File: src/rtl/mdio_host_arb_if.sv
// mdio_host_arb_if: requester-side and MAC host-port signals shared by the arbiter
interface mdio_host_arb_if;
  logic req0, req1;
  logic [1:0] opcode0, opcode1;
  logic [9:0] addr0, addr1;
  logic [15:0] wdata0, wdata1;
  logic ack0, ack1;
  logic [15:0] rdata;
  logic err;
  logic [1:0] host_opcode;
  logic [9:0] host_addr;
  logic [31:0] host_wr_data;
  logic [31:0] host_rd_data;
  logic host_miim_sel;
  logic host_req;
  logic host_miim_rdy;
  modport master (
    input req0, req1, opcode0, opcode1, addr0, addr1, wdata0, wdata1, host_rd_data, host_miim_rdy,
    output ack0, ack1, rdata, err, host_opcode, host_addr, host_wr_data, host_miim_sel, host_req
  );
  modport slave (
    output req0, req1, opcode0, opcode1, addr0, addr1, wdata0, wdata1, host_rd_data, host_miim_rdy,
    input ack0, ack1, rdata, err, host_opcode, host_addr, host_wr_data, host_miim_sel, host_req
  );
endinterface

File: src/rtl/mdio_host_arb.sv
// mdio_host_arb: round-robin sharing of one MAC host/MDIO port between two requesters
module mdio_host_arb #(
  parameter logic [15:0] TIMEOUT = 16'd50000
) (
  input logic host_clk,
  input logic host_reset,
  mdio_host_arb_if.master bus
);
  typedef enum logic [2:0] {IDLE, ISSUE, WAIT_BUSY, WAIT_DONE, DONE} state_t;
  state_t state;
  logic gnt, last, pick, tmo, fin_ok, fin_abort, unused_rd;
  logic [15:0] cnt;
  // on a tie the requester not served last wins
  assign pick = (bus.req0 && bus.req1) ? ~last : bus.req1;
  assign tmo = cnt == TIMEOUT - 16'd1;
  // an rdy edge on the timeout cycle still counts as progress
  assign fin_ok = state == WAIT_DONE && bus.host_miim_rdy;
  assign fin_abort = tmo && ((state == WAIT_BUSY && bus.host_miim_rdy) || (state == WAIT_DONE && !bus.host_miim_rdy));
  assign unused_rd = ^bus.host_rd_data[31:16];
  // transaction sequencer driving registered host-port and requester outputs
  always_ff @(posedge host_clk or posedge host_reset)
    if (host_reset) begin
      state <= IDLE;
      gnt <= 1'b0;
      last <= 1'b1;
      cnt <= '0;
      bus.ack0 <= 1'b0;
      bus.ack1 <= 1'b0;
      bus.err <= 1'b0;
      bus.rdata <= '0;
      bus.host_req <= 1'b0;
      bus.host_miim_sel <= 1'b0;
      bus.host_opcode <= '0;
      bus.host_addr <= '0;
      bus.host_wr_data <= '0;
    end else begin
      bus.host_req <= 1'b0;
      bus.ack0 <= 1'b0;
      bus.ack1 <= 1'b0;
      case (state)
        IDLE: if (bus.host_miim_rdy && (bus.req0 || bus.req1)) begin
          gnt <= pick;
          bus.host_opcode <= pick ? bus.opcode1 : bus.opcode0;
          bus.host_addr <= pick ? bus.addr1 : bus.addr0;
          bus.host_wr_data <= {16'h0, pick ? bus.wdata1 : bus.wdata0};
          bus.host_req <= 1'b1;
          bus.host_miim_sel <= 1'b1;
          state <= ISSUE;
        end
        ISSUE: begin
          cnt <= '0;
          state <= WAIT_BUSY;
        end
        WAIT_BUSY: if (!bus.host_miim_rdy) begin
          cnt <= '0;
          state <= WAIT_DONE;
        end else if (!tmo) cnt <= cnt + 16'd1;
        WAIT_DONE: if (!bus.host_miim_rdy && !tmo) cnt <= cnt + 16'd1;
        DONE: begin
          last <= gnt;
          bus.err <= 1'b0;
          state <= IDLE;
        end
        default: state <= IDLE;
      endcase
      if (fin_ok) bus.rdata <= bus.host_rd_data[15:0];
      if (fin_ok || fin_abort) begin
        bus.ack0 <= ~gnt;
        bus.ack1 <= gnt;
        bus.err <= fin_abort;
        bus.host_miim_sel <= 1'b0;
        state <= DONE;
      end
    end
endmodule
File: src/flat_wrapper.sv
// flat-port wrapper written by rule: the top's interface ports become plain ports
module mdio_host_arb_flat 
#(
  parameter logic [15:0] TIMEOUT = 16'd50000
)
  (host_clk, host_reset, bus_req0, bus_req1, bus_opcode0, bus_opcode1, bus_addr0, bus_addr1, bus_wdata0, bus_wdata1, bus_host_rd_data, bus_host_miim_rdy, bus_ack0, bus_ack1, bus_rdata, bus_err, bus_host_opcode, bus_host_addr, bus_host_wr_data, bus_host_miim_sel, bus_host_req);
  mdio_host_arb_if bus_i ();
  input logic host_clk;
  input logic host_reset;
  input wire logic [$bits(bus_i.req0)-1:0] bus_req0;
  input wire logic [$bits(bus_i.req1)-1:0] bus_req1;
  input wire logic [$bits(bus_i.opcode0)-1:0] bus_opcode0;
  input wire logic [$bits(bus_i.opcode1)-1:0] bus_opcode1;
  input wire logic [$bits(bus_i.addr0)-1:0] bus_addr0;
  input wire logic [$bits(bus_i.addr1)-1:0] bus_addr1;
  input wire logic [$bits(bus_i.wdata0)-1:0] bus_wdata0;
  input wire logic [$bits(bus_i.wdata1)-1:0] bus_wdata1;
  input wire logic [$bits(bus_i.host_rd_data)-1:0] bus_host_rd_data;
  input wire logic [$bits(bus_i.host_miim_rdy)-1:0] bus_host_miim_rdy;
  output wire logic [$bits(bus_i.ack0)-1:0] bus_ack0;
  output wire logic [$bits(bus_i.ack1)-1:0] bus_ack1;
  output wire logic [$bits(bus_i.rdata)-1:0] bus_rdata;
  output wire logic [$bits(bus_i.err)-1:0] bus_err;
  output wire logic [$bits(bus_i.host_opcode)-1:0] bus_host_opcode;
  output wire logic [$bits(bus_i.host_addr)-1:0] bus_host_addr;
  output wire logic [$bits(bus_i.host_wr_data)-1:0] bus_host_wr_data;
  output wire logic [$bits(bus_i.host_miim_sel)-1:0] bus_host_miim_sel;
  output wire logic [$bits(bus_i.host_req)-1:0] bus_host_req;
  assign bus_i.req0 = bus_req0;
  assign bus_i.req1 = bus_req1;
  assign bus_i.opcode0 = bus_opcode0;
  assign bus_i.opcode1 = bus_opcode1;
  assign bus_i.addr0 = bus_addr0;
  assign bus_i.addr1 = bus_addr1;
  assign bus_i.wdata0 = bus_wdata0;
  assign bus_i.wdata1 = bus_wdata1;
  assign bus_i.host_rd_data = bus_host_rd_data;
  assign bus_i.host_miim_rdy = bus_host_miim_rdy;
  assign bus_ack0 = bus_i.ack0;
  assign bus_ack1 = bus_i.ack1;
  assign bus_rdata = bus_i.rdata;
  assign bus_err = bus_i.err;
  assign bus_host_opcode = bus_i.host_opcode;
  assign bus_host_addr = bus_i.host_addr;
  assign bus_host_wr_data = bus_i.host_wr_data;
  assign bus_host_miim_sel = bus_i.host_miim_sel;
  assign bus_host_req = bus_i.host_req;
  mdio_host_arb #(.TIMEOUT(TIMEOUT)) u_core (.host_clk(host_clk), .host_reset(host_reset), .bus(bus_i));
endmodule
File: config.mk
export PLATFORM = sky130hd
export DESIGN_NAME = mdio_host_arb_flat
export DESIGN_NICKNAME = d
export VERILOG_FILES = /design/src/rtl/mdio_host_arb_if.sv /design/src/rtl/mdio_host_arb.sv /design/src/flat_wrapper.sv
export SDC_FILE = /design/constraint.sdc
export NUM_CORES = 1
export LEC_CHECK = 0
export ABC_AREA = 0
export BUFFER_PORTS_ARGS = -buffer_cell sky130_fd_sc_hd__buf_2
export CAP_MARGIN = 10
export CORE_MARGIN = 1.5
export CORE_UTILIZATION = 42
export DETAILED_ROUTE_END_ITERATION = 16
export GPL_TIMING_DRIVEN = 1
export PLACE_DENSITY = 0.73
export SLEW_MARGIN = 0
export SYNTH_ARGS = -nofsm -noshare
export SYNTH_HDL_FRONTEND = slang
export SYNTH_SLANG_ARGS = --single-unit
File: constraint.sdc
create_clock -name host_clk -period 1.9 [get_ports host_clk]
set_input_delay 0.095 -clock host_clk [delete_from_list [all_inputs] [get_ports host_clk]]
set_output_delay 0.095 -clock host_clk [all_outputs]
set_load 0.02 [all_outputs]
# [Yosys cells after proc, flatten, opt, wreduce, memory -nomap -nowiden]
# Index checks and enable logic that the tools add are counted.
[op_classes] add_sub_neg=1 n_mul=0 n_div=0 order_cmp=0 eq_ne=10 shifts=0 muxes=21 bitwise_logic=2 reduce_logical=21
[ops] operator="$mux 16" n=4
[ops] operator="$pmux 16 s3" n=1
[ops] operator="$add 16x1->16 const B" n=1
[ops] operator="$eq 16x16->1 const B" n=1
[ops] operator="$pmux 3 s4" n=1
[ops] operator="$mux 1" n=10
[ops] operator="$mux 10" n=1
[ops] operator="$mux 3" n=3
[ops] operator="$logic_and 1x1->1" n=7
[ops] operator="$eq 3x2->1 const B" n=2
[ops] operator="$ne 3x3->1 const B" n=2
[ops] operator="$reduce_and 3->1" n=2
[ops] operator="$reduce_bool 2->1" n=3
[ops] operator="$ne 2x2->1 const B" n=2
[ops] operator="$reduce_and 2->1" n=2
[ops] operator="$eq 3x1->1 const B" n=1
[ops] operator="$eq 3x3->1 const B" n=1
[ops] operator="$logic_not 3->1" n=1
[ops] operator="$logic_or 1x1->1" n=3
[ops] operator="$ne 3x1->1 const B" n=1
[ops] operator="$reduce_bool 3->1" n=1
[ops] operator="$logic_not 1->1" n=2
[ops] operator="$mux 2" n=1
[ops] operator="$not 1->1" n=2
[totals] ff_bits=70 latch_bits=0 ram_bits=0 romBits=0 in_bits=93 output_inout_bits=65 memories=0

# [Depth between registers and ports, before layout]
[logic_depth] depth_word=7 depth_mapped=7 mapped_depth_nobuf=5

# [Worst setup path before layout]
# No wires, ideal clock.
[synth_timing] path_kind="flip-flop to flip-flop" startpoint="register u_core.cnt[0]" endpoint="register u_core.bus.ack1" setup_time_ns=0.119 t_arrival_ns=1.493 t_required_ns=1.781 setup_slack_ns=0.288 stages_incl_launch_ff=7 path_cell_list="dfrtp_1 > ha_1 > and3_1 > and4_1 > clkbuf_2 > a21bo_2 > and2_1"
[synth_between] elab_chain_cells=4
[synth_rtl] element="start, declared" line_no="mdio_host_arb.sv:12" rtl="logic [15:0] cnt;"
[synth_rtl] element="start signal, assigned" line_no="mdio_host_arb.sv:57" rtl="end else if (!tmo) cnt <= cnt + 16'd1;"
[synth_rtl] element="start signal, assigned" line_no="mdio_host_arb.sv:58" rtl="WAIT_DONE: if (!bus.host_miim_rdy && !tmo) cnt <= cnt + 16'd1;"
[synth_rtl] element="$eq 16x16->1" line_no="mdio_host_arb.sv:15" rtl="assign tmo = cnt == TIMEOUT - 16'd1;"
[synth_rtl] element="$logic_and 1x1->1" line_no="mdio_host_arb.sv:18" rtl="assign fin_abort = tmo && ((state == WAIT_BUSY && bus.host_miim_rdy) || (state == WAIT_DONE && !bus.host_miim_ ..."
[synth_rtl] element="$logic_or 1x1->1" line_no="mdio_host_arb.sv:67" rtl="if (fin_ok || fin_abort) begin"
[synth_rtl] element="$mux 1" line_no="mdio_host_arb.sv:67"
[synth_rtl] element="end signal, assigned" line_no="mdio_host_arb.sv:69" rtl="bus.ack1 <= gnt;"
[synth_rtl] element="end, declared" line_no="mdio_host_arb_if.sv:19" rtl="output ack0, ack1, rdata, err, host_opcode, host_addr, host_wr_data, host_miim_sel, host_req"
# Every way passes these cells.
# A chain may end at the register's enable or synchronous reset.

# [Final worst setup path]
[layout_timing] startpoint="register u_core.state[0]" endpoint="register u_core.gnt"
[layout_between] elab_chain_cells=2
[layout_rtl] element="start, declared" line_no="mdio_host_arb.sv:10" rtl="state_t state;"
[layout_rtl] element="start signal, assigned" line_no="mdio_host_arb.sv:23" rtl="state <= IDLE;"
[layout_rtl] element="start signal, assigned" line_no="mdio_host_arb.sv:48" rtl="state <= ISSUE;"
[layout_rtl] element="start signal, assigned" line_no="mdio_host_arb.sv:52" rtl="state <= WAIT_BUSY;"
[layout_rtl] element="$logic_not 3->1" line_no="mdio_host_arb.sv:40" rtl="case (state)"
[layout_rtl] element="$reduce_and 2->1 (no source line)"
[layout_rtl] element="end signal, assigned" line_no="mdio_host_arb.sv:42" rtl="gnt <= pick;"
[layout_rtl] element="end, declared" line_no="mdio_host_arb.sv:11" rtl="logic gnt, last, pick, tmo, fin_ok, fin_abort, unused_rd;"
# Every way passes these cells.

==> run summary <==
Synthesis
• **top_reg_cell synth** dfrtp_1
• **synthesized netlist cell count** 316
• **Async S/R FF share, synth** 100%
• **sequential area share after synthesis** 51.0%
• **Avg Cell Area, Syn** 10.9 µm²
• **Synth Register Bits** 70
• **leading area contributor after synthesis** dfrtp_1
• **cell types with the largest area share after synthesis** dfrtp_1, mux2i_1, mux2_2
• **number of flops mapped to enable cells by yosys** 0
• **fraction of post-synthesis cell area in the top cell type by area** 50.3%
• **cell area after synthesis** 0.00343 mm²
• **Synth cell types** 48
• **synth warn** 0

Worst setup path
• **kind of capture point of the worst setup path** register
• **required time worst endpoint** 2.12 ns
• **data arrival at the endpoint of the critical path** 1.93 ns
• **Crit Path Class** register to register
• **critical path peak fanout** 16
• **critical path startpoint category** register

STA
• **worst-margin pin slew** 0.641 ns
• **worst-case clock skew** 0.00618 ns
• **Total Negative Setup Slacks** 0 ns
• **shortest period the worst path allows** 1.70 ns
• **endpoints failing setup** 0
• **Final Max Slew Viols** 0
• **total count of hold-check failures in the final report** 0
• **highest clock frequency the design can meet** 587 MHz
• **minimum hold slack** 0.0180 ns
• **setup repair after global routing missed its margin** false
• **Final period util** 89.7%
• **Worst slew margin** 57.0%

Die
• **# rows** 32
• **core box area** 0.00781 mm²
• **Die W** 93.4 µm
• **Vert. Die Dim** 93.4 µm
• **initial core utilization** 44.0%
• **Boundary Pins** 158
• **die footprint** 0.00873 mm²

Clock network
• **Clock Tree Buf Depth** 2
• **clock tree from TritonCTS** built
• **root buffer selected by CTS** clkbuf_8
• **Clock Pin Slew Worst Setup and Hold Paths** 0.08 ns
• **Skew-Pair Late Insertion Delay** 0.34 ns
• **setup fix buffers added after clock tree synthesis** 0
• **number of CTS-inserted buffers** 9
• **CTS sink count** 70
• **number of H-tree levels** 3

Place
• **placer's final routability congestion estimate** 0.782
• **placed wire-length estimate after detailed placement** 5.28 mm
• **quantity of I/O buffers inserted on ports** 125

GRT
• **GRT Residual Overflow** 0
• **antenna violations before repair** 1
• **vias in the first global route** 2,693
• **GRT Total Usage** 17.4%
• **global-route wire length before repair** 11.9 mm
• **maximum number of pins on one net before global-route repair** 52

Hold path
• **Worst Hold Class** input port to register

Run
• **number of max-cap violations** 0

Drt
• **Total Wirelength** 7.44 mm
• **number of vias per cell** 4.96
• **total via count in the routed design** 2,811
• **first-pass iteration count of the detailed router** 5
• **# DRC** 0
• **antenna viol nets, final** 0
• **Starting DRT DRC Count** 136
• **drt wl/cell** 13.1 µm

Layout
• **fill cell count** 659
• **nets** 553
• **area growth from synthesis to layout** 31.7%
• **fraction of layout cells with a size suffix above 1** 39.2%

Power
• **leak pwr** 2.33 nW
• **total chip power** 6.38 mW
• **Peak VDD IR** 0.690 mV
• **power density over the cells** 1410 mW/mm²

Run status
• **outcome** finished, final reports clean

==> metrics by stage <==
stage / cell area [µm²] / cells / worst slack [ns] / utilization, %
after floorplan: 3490 / 331 / 0.0384 / -
after global placement: 4130 / 533 / 0.229 / 52.9
after detailed placement: 4130 / 533 / 0.192 / 52.9
after CTS: 4520 / 566 / 0.190 / 57.9
after global routing: 4520 / 567 / 0.0639 / 57.9
final: 4520 / 567 / 0.195 / 57.9
==> per-layer routing <==
| layer | share of wire [%] | routed length, µm | vias up | track usage [%] |
|---|---|---|---|---|
| met5 | 0 | 0 | - | 0 |
| met4 | 2.8 | 208 | 0 | 8.46 |
| met3 | 6.5 | 487 | 16 | 5.61 |
| met2 | 49 | 3650 | 102 | 28.6 |
| met1 | 42 | 3100 | 1316 | 20.4 |
| li1 | - | - | 1377 | - |
==> repair_timing <==
action                    CTS  global route
gates resized for setup     0             0
hold endpoints to repair   35             0
hold buffers               17             0
==> flip-flops by register name, summed over array words and instances, names as in the netlist, 2 cells and up <==
register,flops
u_core.bus.host_addr,10
u_core.bus.host_opcode,2
u_core.bus.host_wr_data,16
u_core.bus.rdata,16
u_core.cnt,16
u_core.state,3
==> cells in the mapped netlist, drive strengths merged (3+ instances only) <==
| cell type | n |
|---|---|
| a21oi | 6 |
| a31oi | 10 |
| a21o | 3 |
| nor2b | 4 |
| a41oi | 4 |
| inv | 9 |
| nand3 | 4 |
| clkbuf | 5 |
| mux2i | 31 |
| buf | 30 |
| and3 | 5 |
| and4 | 4 |
| nor2 | 8 |
| a31o | 3 |
| nand4 | 3 |
| mux2 | 19 |
| dfrtp | 69 |
| nand2 | 38 |
| o21ai | 35 |
==> worst paths after layout <==
check                                                     from                                 endpoint  slack, ns  cells past startpoint
hold reg to reg            u_core.bus.host_addr[0]$_DFFE_PP0P_      u_core.bus.host_addr[0]$_DFFE_PP0P_       0.47                      2
setup / recovery                   u_core.state[0]$_DFFE_PP0P_                   u_core.gnt$_DFFE_PP0P_       0.20                      3
hold / removal                                  bus_wdata0[10]  u_core.bus.host_wr_data[10]$_DFFE_PP0P_       0.02                      3
setup reg to reg                   u_core.state[0]$_DFFE_PP0P_                   u_core.gnt$_DFFE_PP0P_       0.20                      3
min in group asynchronous                           host_reset   u_core.bus.host_wr_data[6]$_DFFE_PP0P_       0.31                      3
max in group asynchronous                           host_reset                  u_core.last$_DFFE_PP1N_       0.92                      4
==> cell families after synthesis <==
group	count (synthesis)	share of synthesized area, %
compound gates	70	12.6
xor+xnor	1	0.255
fa+ha+maj	1	0.364
buf+inv	44	8.01
flops	70	51.0
mux	50	15.3
other cells	1	0.109
simple gates	79	12.4
==> cell usage in the layout, fill, tap and decap left out, types with 2 or more instances in the layout <==
cell type,Yosys,final
a21o_1,3,3
a21oi_1,5,5
a31o_2,3,3
a31oi_1,10,10
a41oi_1,4,4
and3_1,5,5
and4_1,4,4
buf_12,0,3
buf_2,8,125
buf_4,18,7
bufinv_16,0,2
clkbuf_8,0,10
clkinv_4,0,2
conb_1,1,16
dfrtp_1,69,69
dlygate4sd3_1,0,17
inv_1,9,8
mux2_2,19,19
mux2i_1,31,31
nand2_1,38,38
nand2b_1,2,2
nand3_1,3,3
nand4_1,3,3
nor2_1,8,8
nor2b_1,4,4
nor4bb_1,2,2
o211ai_1,2,2
o21ai_0,27,27
o21ai_1,8,8
==> cell type report <==
type / instances / area (µm²) / share of cell area, %
flip-flops and latches: 70 / 1750 / 38.8
multi-input cells: 217 / 1470 / 32.6
repair buffers: 152 / 908 / 20.1
clock buffers: 11 / 141 / 3.13
well taps: 102 / 128 / 2.82
clock inverters: 5 / 82.6 / 1.83
inverters: 9 / 33.8 / 0.747
diodes: 1 / 2.50 / 0.0553
==> critical path, stage by stage, from the launching register on <==
cell and delay, ns:
dfrtp_1 0.48, or4_4 0.67, inv_1 0.11, mux2_2 0.33
==> power by group <==
group	internal (mW)	switching [mW]
registers	2.04	0.323
clock network	0.778	0.555
logic	1.09	1.59
Note: power is estimated with default switching activity, not from simulation.
